`config.mk`:
```
export PLATFORM = sky130hd
export DESIGN_NAME = i2s_codec_tx
export DESIGN_NICKNAME = d
export VERILOG_FILES = /design/src/rtl/i2s_codec_tx.sv
export SDC_FILE = /design/constraint.sdc
export NUM_CORES = 1
export LEC_CHECK = 0
export CORE_ASPECT_RATIO = 1.5
export CORE_MARGIN = 2
export CORE_UTILIZATION = 25
export DETAILED_ROUTE_END_ITERATION = 7
export SLEW_MARGIN = 20
export SYNTH_ARGS = -nofsm -noshare
export SYNTH_HDL_FRONTEND = slang
export SYNTH_SLANG_ARGS = --single-unit
export TNS_END_PERCENT = 30
```
`constraint.sdc`:
```
create_clock -name AUDIO_CLK -period 8.63 [get_ports AUDIO_CLK]
set_clock_uncertainty 0.05 [all_clocks]
set_input_delay 0.863 -clock AUDIO_CLK [delete_from_list [all_inputs] [get_ports AUDIO_CLK]]
set_output_delay 0.863 -clock AUDIO_CLK [all_outputs]
set_load 0.01 [all_outputs]
```
`src/rtl/i2s_codec_tx.sv`:
```
// i2s_codec_tx: serialises parallel left/right sample pairs into an I2S stream
// (bclk, lrck, sdata) for the codec DAC, in the AUDIO_CLK domain.
// Ports:
//   AUDIO_CLK    block clock
//   reset_data   asynchronous active-high reset
//   enable       1 = run the serializer, 0 = return to IDLE
//   lsound_in    left sample, two's complement, MSB first on the wire
//   rsound_in    right sample
//   sample_valid one-cycle strobe, lsound_in/rsound_in valid this cycle
//   err_clr      one-cycle clear of the sticky error flags
//   frame_req    one-cycle pulse at every frame start (drives synth trig)
//   bclk         I2S bit clock
//   lrck         I2S word select, 0 = left, 1 = right
//   sdata        I2S serial data, one bclk delayed from lrck edge, zero padded
//   underrun     sticky: a frame started without a fresh sample pair
//   overrun      sticky: a second sample pair arrived before the first was used
module i2s_codec_tx #(
  parameter int unsigned AUD_BIT_DEPTH = 24,
  parameter int unsigned SLOT_BITS     = 32,
  parameter int unsigned BCLK_DIV      = 8
) (
  input  logic                     AUDIO_CLK,
  input  logic                     reset_data,
  input  logic                     enable,
  input  logic [AUD_BIT_DEPTH-1:0] lsound_in,
  input  logic [AUD_BIT_DEPTH-1:0] rsound_in,
  input  logic                     sample_valid,
  input  logic                     err_clr,
  output logic                     frame_req,
  output logic                     bclk,
  output logic                     lrck,
  output logic                     sdata,
  output logic                     underrun,
  output logic                     overrun
);

  localparam int unsigned DIV_W = (BCLK_DIV > 2) ? $clog2(BCLK_DIV) : 1;
  localparam int unsigned BIT_W = $clog2(2 * SLOT_BITS);

  typedef enum logic {
    IDLE = 1'b0,
    RUN  = 1'b1
  } state_t;

  state_t                   state;
  logic [DIV_W-1:0]         div_cnt;
  logic [BIT_W-1:0]         bit_cnt;
  logic                     started;
  logic                     fresh;
  logic [AUD_BIT_DEPTH-1:0] lhold;
  logic [AUD_BIT_DEPTH-1:0] rhold;
  logic [AUD_BIT_DEPTH-1:0] lshift;
  logic [AUD_BIT_DEPTH-1:0] rshift;

  logic                     div_wrap;
  logic                     fall_evt;
  logic                     frame_start;
  logic [DIV_W-1:0]         div_cnt_nxt;
  logic [BIT_W-1:0]         bit_cnt_nxt;
  logic                     in_right;
  logic [BIT_W-1:0]         slot_pos;
  logic                     emit_bit;

  // Divider/bit-counter look-ahead; frame start is the first fall after RUN entry or a bit counter wrap.
  always_comb begin
    div_wrap    = (div_cnt == DIV_W'(BCLK_DIV - 1));
    fall_evt    = (state == RUN) && enable && div_wrap;
    frame_start = fall_evt && (!started || (bit_cnt == BIT_W'(2 * SLOT_BITS - 1)));
    div_cnt_nxt = div_wrap ? '0 : DIV_W'(div_cnt + DIV_W'(1));
    bit_cnt_nxt = frame_start ? '0 : BIT_W'(bit_cnt + BIT_W'(1));
    in_right    = (bit_cnt_nxt >= BIT_W'(SLOT_BITS));
    slot_pos    = in_right ? BIT_W'(bit_cnt_nxt - BIT_W'(SLOT_BITS)) : bit_cnt_nxt;
    emit_bit    = (slot_pos != '0) && (slot_pos <= BIT_W'(AUD_BIT_DEPTH));
  end

  // FSM, serializer, sample capture and sticky error flags.
  always_ff @(posedge AUDIO_CLK or posedge reset_data) begin
    if (reset_data) begin
      state     <= IDLE;
      div_cnt   <= '0;
      bit_cnt   <= '0;
      started   <= 1'b0;
      fresh     <= 1'b0;
      lhold     <= '0;
      rhold     <= '0;
      lshift    <= '0;
      rshift    <= '0;
      frame_req <= 1'b0;
      bclk      <= 1'b0;
      lrck      <= 1'b0;
      sdata     <= 1'b0;
      underrun  <= 1'b0;
      overrun   <= 1'b0;
    end else begin
      frame_req <= 1'b0;

      // A capture in the frame-start cycle refills fresh after the shift took the old pair.
      if (sample_valid) begin
        lhold <= lsound_in;
        rhold <= rsound_in;
        fresh <= 1'b1;
      end else if (frame_start) begin
        fresh <= 1'b0;
      end

      if (frame_start && !fresh) begin
        underrun <= 1'b1;
      end else if (err_clr) begin
        underrun <= 1'b0;
      end

      if (sample_valid && fresh && !frame_start) begin
        overrun <= 1'b1;
      end else if (err_clr) begin
        overrun <= 1'b0;
      end

      case (state)
        IDLE: begin
          div_cnt <= '0;
          bit_cnt <= '0;
          started <= 1'b0;
          bclk    <= 1'b0;
          lrck    <= 1'b0;
          sdata   <= 1'b0;
          if (enable) begin
            state <= RUN;
          end
        end
        RUN: begin
          if (!enable) begin
            state   <= IDLE;
            div_cnt <= '0;
            bit_cnt <= '0;
            started <= 1'b0;
            bclk    <= 1'b0;
            lrck    <= 1'b0;
            sdata   <= 1'b0;
          end else begin
            div_cnt <= div_cnt_nxt;
            bclk    <= (div_cnt_nxt >= DIV_W'(BCLK_DIV / 2));
            if (fall_evt) begin
              started   <= 1'b1;
              bit_cnt   <= bit_cnt_nxt;
              lrck      <= in_right;
              frame_req <= frame_start;
              if (frame_start) begin
                lshift <= lhold;
                rshift <= rhold;
                sdata  <= 1'b0;
              end else if (emit_bit && in_right) begin
                sdata  <= rshift[AUD_BIT_DEPTH-1];
                rshift <= {rshift[AUD_BIT_DEPTH-2:0], 1'b0};
              end else if (emit_bit) begin
                sdata  <= lshift[AUD_BIT_DEPTH-1];
                lshift <= {lshift[AUD_BIT_DEPTH-2:0], 1'b0};
              end else begin
                sdata  <= 1'b0;
              end
            end
          end
        end
        default: state <= IDLE;
      endcase
    end
  end

endmodule

```
==> out/metrics.yaml, run 1 <==
run_status:
  status: "complete, no violations"
die:
  die_y_um: 181
  dieArea_um2: 22000
  io_pins: 59
  core_um2: 20400
  die_width_um: 122
  num_rows: 64
  start_util: 0.255
drt:
  wire_per_inst_um: 14.4
  vias: 3585
  first_iter_violations: 141
  drt_pass1_iterations: 4
  ant_nets: 0
  route.detailed.drc: 0
  drt-total-wl_um: 11300
  routed_via_density: 4.60
timing:
  worst_pin_slew_ps: 889
  final-setup-viol-count: 0
  tns_ps: 0
  period_share: 0.319
  final_max_slew_viol_count: 0
  min_period_ps: 2750
  slew_headroom: 0.407
  rsz0062_at_grt: "no"
  fmax_mhz: 363
  finalHoldViolCount: 0
setup_path:
  slowest_stage: "clkdlybuf4s50_1"
  slowest_delay_ps: 540
  reg2reg_setup_slack_ps: 6020
  crit_arrival_ps: 2990
  path_common_cell: "nand3_2"
  cp_max_fo: 48
  end_kind: "flip-flop"
  crit_path_start_kind: "primary input"
  worstPathRequired_ps: 8870
  path_cells: "clkdlybuf4s50_1 > nand3_2 > buf_4 > nor2_1 > nand3_2 > o221a_2"
  crit_buf_inv: 2
  rr_worst_depth: 7
  path_delay_family: "buffers and inverters"
  path_class: "primary input to flip-flop"
  r2r-start: "bit_cnt[1]$_DFFE_PP0P_"
  reg2reg_to: "lshift[1]$_DFFE_PP0P_"
clock_network:
  clock_latency_ps: 410
  cts_resized: 0
  clock-root-buffer: "clkbuf_16"
  cts.sinks: 113
  cts_tree: "done"
  h-tree-depth: 4
  cts_setup_buffers: 0
  clk_pin_slew_ps: 50
  cts.hold.buffers_added: 0
  cts_buffers: 17
  cts.path.max_buffers: 2
yosys:
  synth-edff-count: 0
  yosys_warnings: 0
  ys_types: 49
  syn_area_um2: 5210
  synth.most_common_cell: "dfrtp_1"
  seq_area_frac_synth: 0.543
  synth_top_area_frac: 0.543
  async_flop_share: 1.00
  synthCells: 458
  ys_ff_latch: 113
  syn_nets: 514
  synth_common_cells: "113 x dfrtp_1, 60 x nand2_1, 48 x mux2_2"
  yosysTopAreaCell: "dfrtp_1"
  synth_area_per_cell_um2: 11.4
  ys.flop_type: "dfrtp_1"
  synthTopCellsByArea: "dfrtp_1 54%, mux2_2 10%, nand2_1 4.3%"
finish:
  syn2layout_area_growth_pct: 25.4
  fin_nets: 559
  n_fill_cell: 2062
  num_antenna_cells: 0
  drive_above_1_share: 0.194
  layout.cells.non_filler: 780
placed_design:
  place_hpwl_um: 7480
  port-buffer-count: 58
  gp_congestion: 0.759
  placed_cells: 748
global_route:
  overflow: 0
  grt_pass1_vias: 3947
  grt_max_degree: 72
  grt.total_usage: 0.112
  antenna_found_initial: 0
  grt_pass1_wl_um: 19400
power:
  powerDensity_nw_per_um2: 208
  leakage_uw: 0.00279
  irDropWorstVdd_mv: 0.125
flow_run:
  maxCapViolCount: 0
min_path:
  holdPathEnd: "div_cnt[0]$_DFF_PP0_"
  holdCritPathClass: "flip-flop to flip-flop"
  hold_depth: 1
  hp-start: "div_cnt[0]$_DFF_PP0_"
==> cell families after synthesis <==
| family | Yosys count | synth area share |
|---|---|---|
| DFF | 113 | 0.543 |
| muxes | 48 | 0.104 |
| and+or+nand+nor | 107 | 0.0934 |
| xor gates and xnor gates | 4 | 0.0118 |
| AOI/OAI and AO/OA | 118 | 0.176 |
| buffers and inverters | 65 | 0.0653 |
| adders and majority gates | 3 | 0.00720 |
==> state kept, by name, indices dropped and copies added, names as in the netlist, 2 cells and up <==
register,count
rshift,24
div_cnt,2
lhold,24
lshift,24
rhold,24
bit_cnt,6
==> where the power goes <==
| part | switching, µW | leakage [µW] | internal [µW] |
|---|---|---|---|
| logic | 31.4 | 0.00107 | 48.5 |
| clock network | 249 | 0.000275 | 462 |
| registers | 14.4 | 0.00145 | 554 |
| total | 295 | 0.00279 | 1060 |
==> layout by cell type (no fill, tap or decap), types with 3 or more instances in the layout <==
cell type,synthesis,routed
buf_4,2,4
o22a_1,23,23
o21ai_1,14,14
ha_1,3,3
o21ai_0,20,20
mux2_2,48,48
clkbuf_16,0,17
inv_1,30,29
nor2_1,29,29
dfrtp_1,113,113
a31oi_1,23,23
o221a_1,20,20
clkdlybuf4s50_1,0,57
bufinv_16,0,3
o221a_2,3,3
clkinvlp_4,0,6
nand2_1,60,60
o22ai_1,3,3
==> per-stage QoR <==
step / utilization / hold slack (ps) / power, µW / worst slack, ps / cell area [µm²]
floorplan: - / 368 / 619 / 4730 / 5210
global placement: 0.290 / 381 / 658 / 5530 / 5930
detailed placement: 0.290 / 404 / 661 / 5450 / 5930
CTS: 0.320 / 411 / 1380 / 5890 / 6530
global route: 0.320 / 422 / 1420 / 5700 / 6540
finish: 0.320 / 398 / 1360 / 5880 / 6540
==> per-layer routing <==
| metal | part of all wire | global-route usage |
|---|---|---|
| met1 | 0.40 | 0.123 |
| met2 | 0.55 | 0.197 |
| met3 | 0.031 | 0.0322 |
| met4 | 0.021 | 0.0469 |
| met5 | 0 | 0 |
==> worst max-delay path by stage <==
stage | start | end | depth (start not counted)
2_1_floorplan | reset_data | bclk$_DFF_PP0_ | 1
3_3_place_gp | enable | lshift[23]$_DFFE_PP0P_ | 6
3_5_place_dp | enable | lshift[1]$_DFFE_PP0P_ | 6
4_1_cts | enable | lshift[1]$_DFFE_PP0P_ | 6
5_1_grt | enable | lshift[2]$_DFFE_PP0P_ | 6
6_report | enable | lshift[1]$_DFFE_PP0P_ | 6
==> layout make-up <==
cell class	instances	area, µm²	share of cell area
Sequential cell	113	2830	0.433
Multi-Input combinational cell	280	2060	0.315
Clock inverter	12	158	0.0241
Clock buffer	20	447	0.0684
Tap cell	264	330	0.0505
Timing Repair Buffer	61	601	0.0919
Inverter	30	115	0.0176
No activity file was read; power rests on OpenSTA's default activity.
==> inputs of run 2 (changes only) <==
==> constraint.sdc (replaced) <==
create_clock -name AUDIO_CLK -period 2.4 [get_ports AUDIO_CLK]
set_clock_uncertainty 0.05 [all_clocks]
set_input_delay 0.24 -clock AUDIO_CLK [delete_from_list [all_inputs] [get_ports AUDIO_CLK]]
set_output_delay 0.24 -clock AUDIO_CLK [all_outputs]
set_load 0.01 [all_outputs]
==> run 2 against run 1 <==
Compared with the run above:
- die area did not move
- critical endpoint unchanged
- cell count rose by 1.2%
- largest cell class unchanged
- hold slack got worse by 210 ps
==> out/metrics.yaml, run 2 (synthesized netlist as in run 1, its figures left out) <==
run_status:
  status: "complete, no violations"
setup_path:
  crit_path_start_kind: "flip-flop"
  crit_arrival_ps: 2470  # -520 ps
  worstPathRequired_ps: 2650  # -6220 ps
  cp_max_fo: 23  # -52%
  startpoint: "bit_cnt[0]$_DFFE_PP0P_"
  end_kind: "flip-flop"
  path_class: "flip-flop to flip-flop"
  rr_worst_depth: 8  # +1
  r2r-start: "bit_cnt[0]$_DFFE_PP0P_"
clock_network:
  cts.hold.buffers_added: 0  # unchanged
  cts_buffers: 17  # unchanged
  cts.path.max_buffers: 2  # unchanged
  cts_resized: 0  # unchanged
  cts_setup_buffers: 0  # unchanged
  h-tree-depth: 4  # unchanged
  cts.sinks: 113  # unchanged
  clk_pin_slew_ps: 50  # about the same
  cts_tree: "done"
  clock-root-buffer: "clkbuf_16"
  clock_latency_ps: 410  # about the same
finish:
  drive_above_1_share: 0.210  # +0.0157
  syn2layout_area_growth_pct: 27.7
  num_antenna_cells: 0  # unchanged
  regArea_um2: 2830  # unchanged
  fin_nets: 568  # +1.6%
  final_cell_mix: "113 x dfrtp_1, 60 x nand2_1, 57 x clkdlybuf4s50_1"
  n_fill_cell: 2047  # -0.73%
  multiInputGateArea_um2: 2060  # unchanged
  fin_util: 0.326  # +0.00588
  layout_commonest_cell: "dfrtp_1"
die:
  start_util: 0.255  # unchanged
  die_y_um: 181  # unchanged
  core_um2: 20400  # unchanged
  io_pins: 59  # unchanged
  num_rows: 64  # unchanged
  dieArea_um2: 22000  # unchanged
  die_width_um: 122  # unchanged
drt:
  routed_via_density: 4.57  # -0.51%
  first_iter_violations: 188  # +33%
  ant_nets: 0  # unchanged
  drt_pass1_iterations: 4  # unchanged
  wire_per_inst_um: 14.3  # -0.82%
  vias: 3608  # +0.64%
  drt-total-wl_um: 11300  # +0.32%
  route.detailed.drc: 0  # unchanged
global_route:
  grt_pass1_vias: 3872  # -1.9%
  grt_pass1_wl_um: 19300  # -0.54%
  overflow: 0  # unchanged
  grt.total_usage: 0.111  # -0.000226
  antenna_found_initial: 0  # unchanged
  grt_max_degree: 72  # unchanged
power:
  power_switching_uw: 1060  # +260%
  swShare: 0.219  # +0.00158
  irDropWorstVdd_mv: 0.356  # +190%
  internal-power_uw: 3800  # +260%
  combPwrFrac: 0.062  # +0.003
  p_seq_frac: 0.420  # +0.002
  pwr-share-clk: 0.518  # -0.005
  powerDensity_nw_per_um2: 731  # +250%
  leakage_uw: 0.00286  # +2.3%
min_path:
  holdCritPathClass: "primary input to asynchronous set/reset pin"
timing:
  fmax_mhz: 450
  period_share: 0.926
  rsz0062_at_grt: "no"
  final_max_slew_viol_count: 0  # unchanged
  min_period_ps: 2220
  worst_pin_slew_ps: 573  # -316 ps
  finalHoldViolCount: 0  # unchanged
  slew_headroom: 0.617  # +0.209
  final-setup-viol-count: 0  # unchanged
  tns_ps: 0  # unchanged
flow_run:
  maxCapViolCount: 0  # unchanged
placed_design:
  gp_congestion: 0.803  # +5.8%
  port-buffer-count: 58  # unchanged
  place_hpwl_um: 7650  # +2.2%
==> run 2: final timing paths <==
path,to,slack (ps)
setup reg to reg,lshift[1]$_DFFE_PP0P_,180
setup / recovery,lshift[1]$_DFFE_PP0P_,180
max in group asynchronous,rhold[11]$_DFFE_PP0P_,1480
min in group AUDIO_CLK,overrun$_DFFE_PP0P_,280
hold / removal,lhold[4]$_DFFE_PP0P_,190
hold reg to reg,div_cnt[0]$_DFF_PP0_,400
==> run 2: worst max-delay path, stage by stage, from the launching register on <==
cell and delay (ps):
dfrtp_1 380, ha_1 320, and2b_1 250, o22ai_1 90
a21oi_1 240, o21a_2 190, nand3_2 70, buf_4 220
o221a_2 280
==> run 2: final cells by class <==
cell class              count  share of cell area
well taps                 264              0.0496
multi-input cells         280               0.309
clock buffers              18              0.0645
inverters                  30              0.0175
flip-flops and latches    113               0.425
repair buffers             70               0.109
clock inverters            14              0.0250
==> run 2: routing by layer <==
layer  up-vias  share of wire  wire length (µm)  global-route usage
li1       1732              -                 -                   -
met2        65           0.54              6070               0.194
met3        16          0.027               302              0.0341
met5         -              0                 0                   0
met1      1795           0.41              4680               0.122
met4         0          0.023               255              0.0515
==> run 2: metrics by stage <==
step / area (µm²) / setup slack (ps) / hold slack [ps] / instances / total power [µW]
floorplan: 5220 / 296 / 221 / 458 / 2230
global placement: 6060 / 242 / 381 / 757 / 2370
detailed placement: 6060 / 184 / 406 / 757 / 2380
CTS: 6660 / 181 / 189 / 789 / 4930
global route: 6660 / 56.6 / 216 / 789 / 5050
finish: 6660 / 177 / 185 / 789 / 4860
==> run 2: power groups by stage <==
stage	clock network (µW)	logic, µW	registers, µW
after global routing	2670	330	2050
after detailed placement	0	307	2080
after global placement	0	297	2070
after CTS	2580	308	2040
final	2520	300	2040
after floorplan	0	171	2060
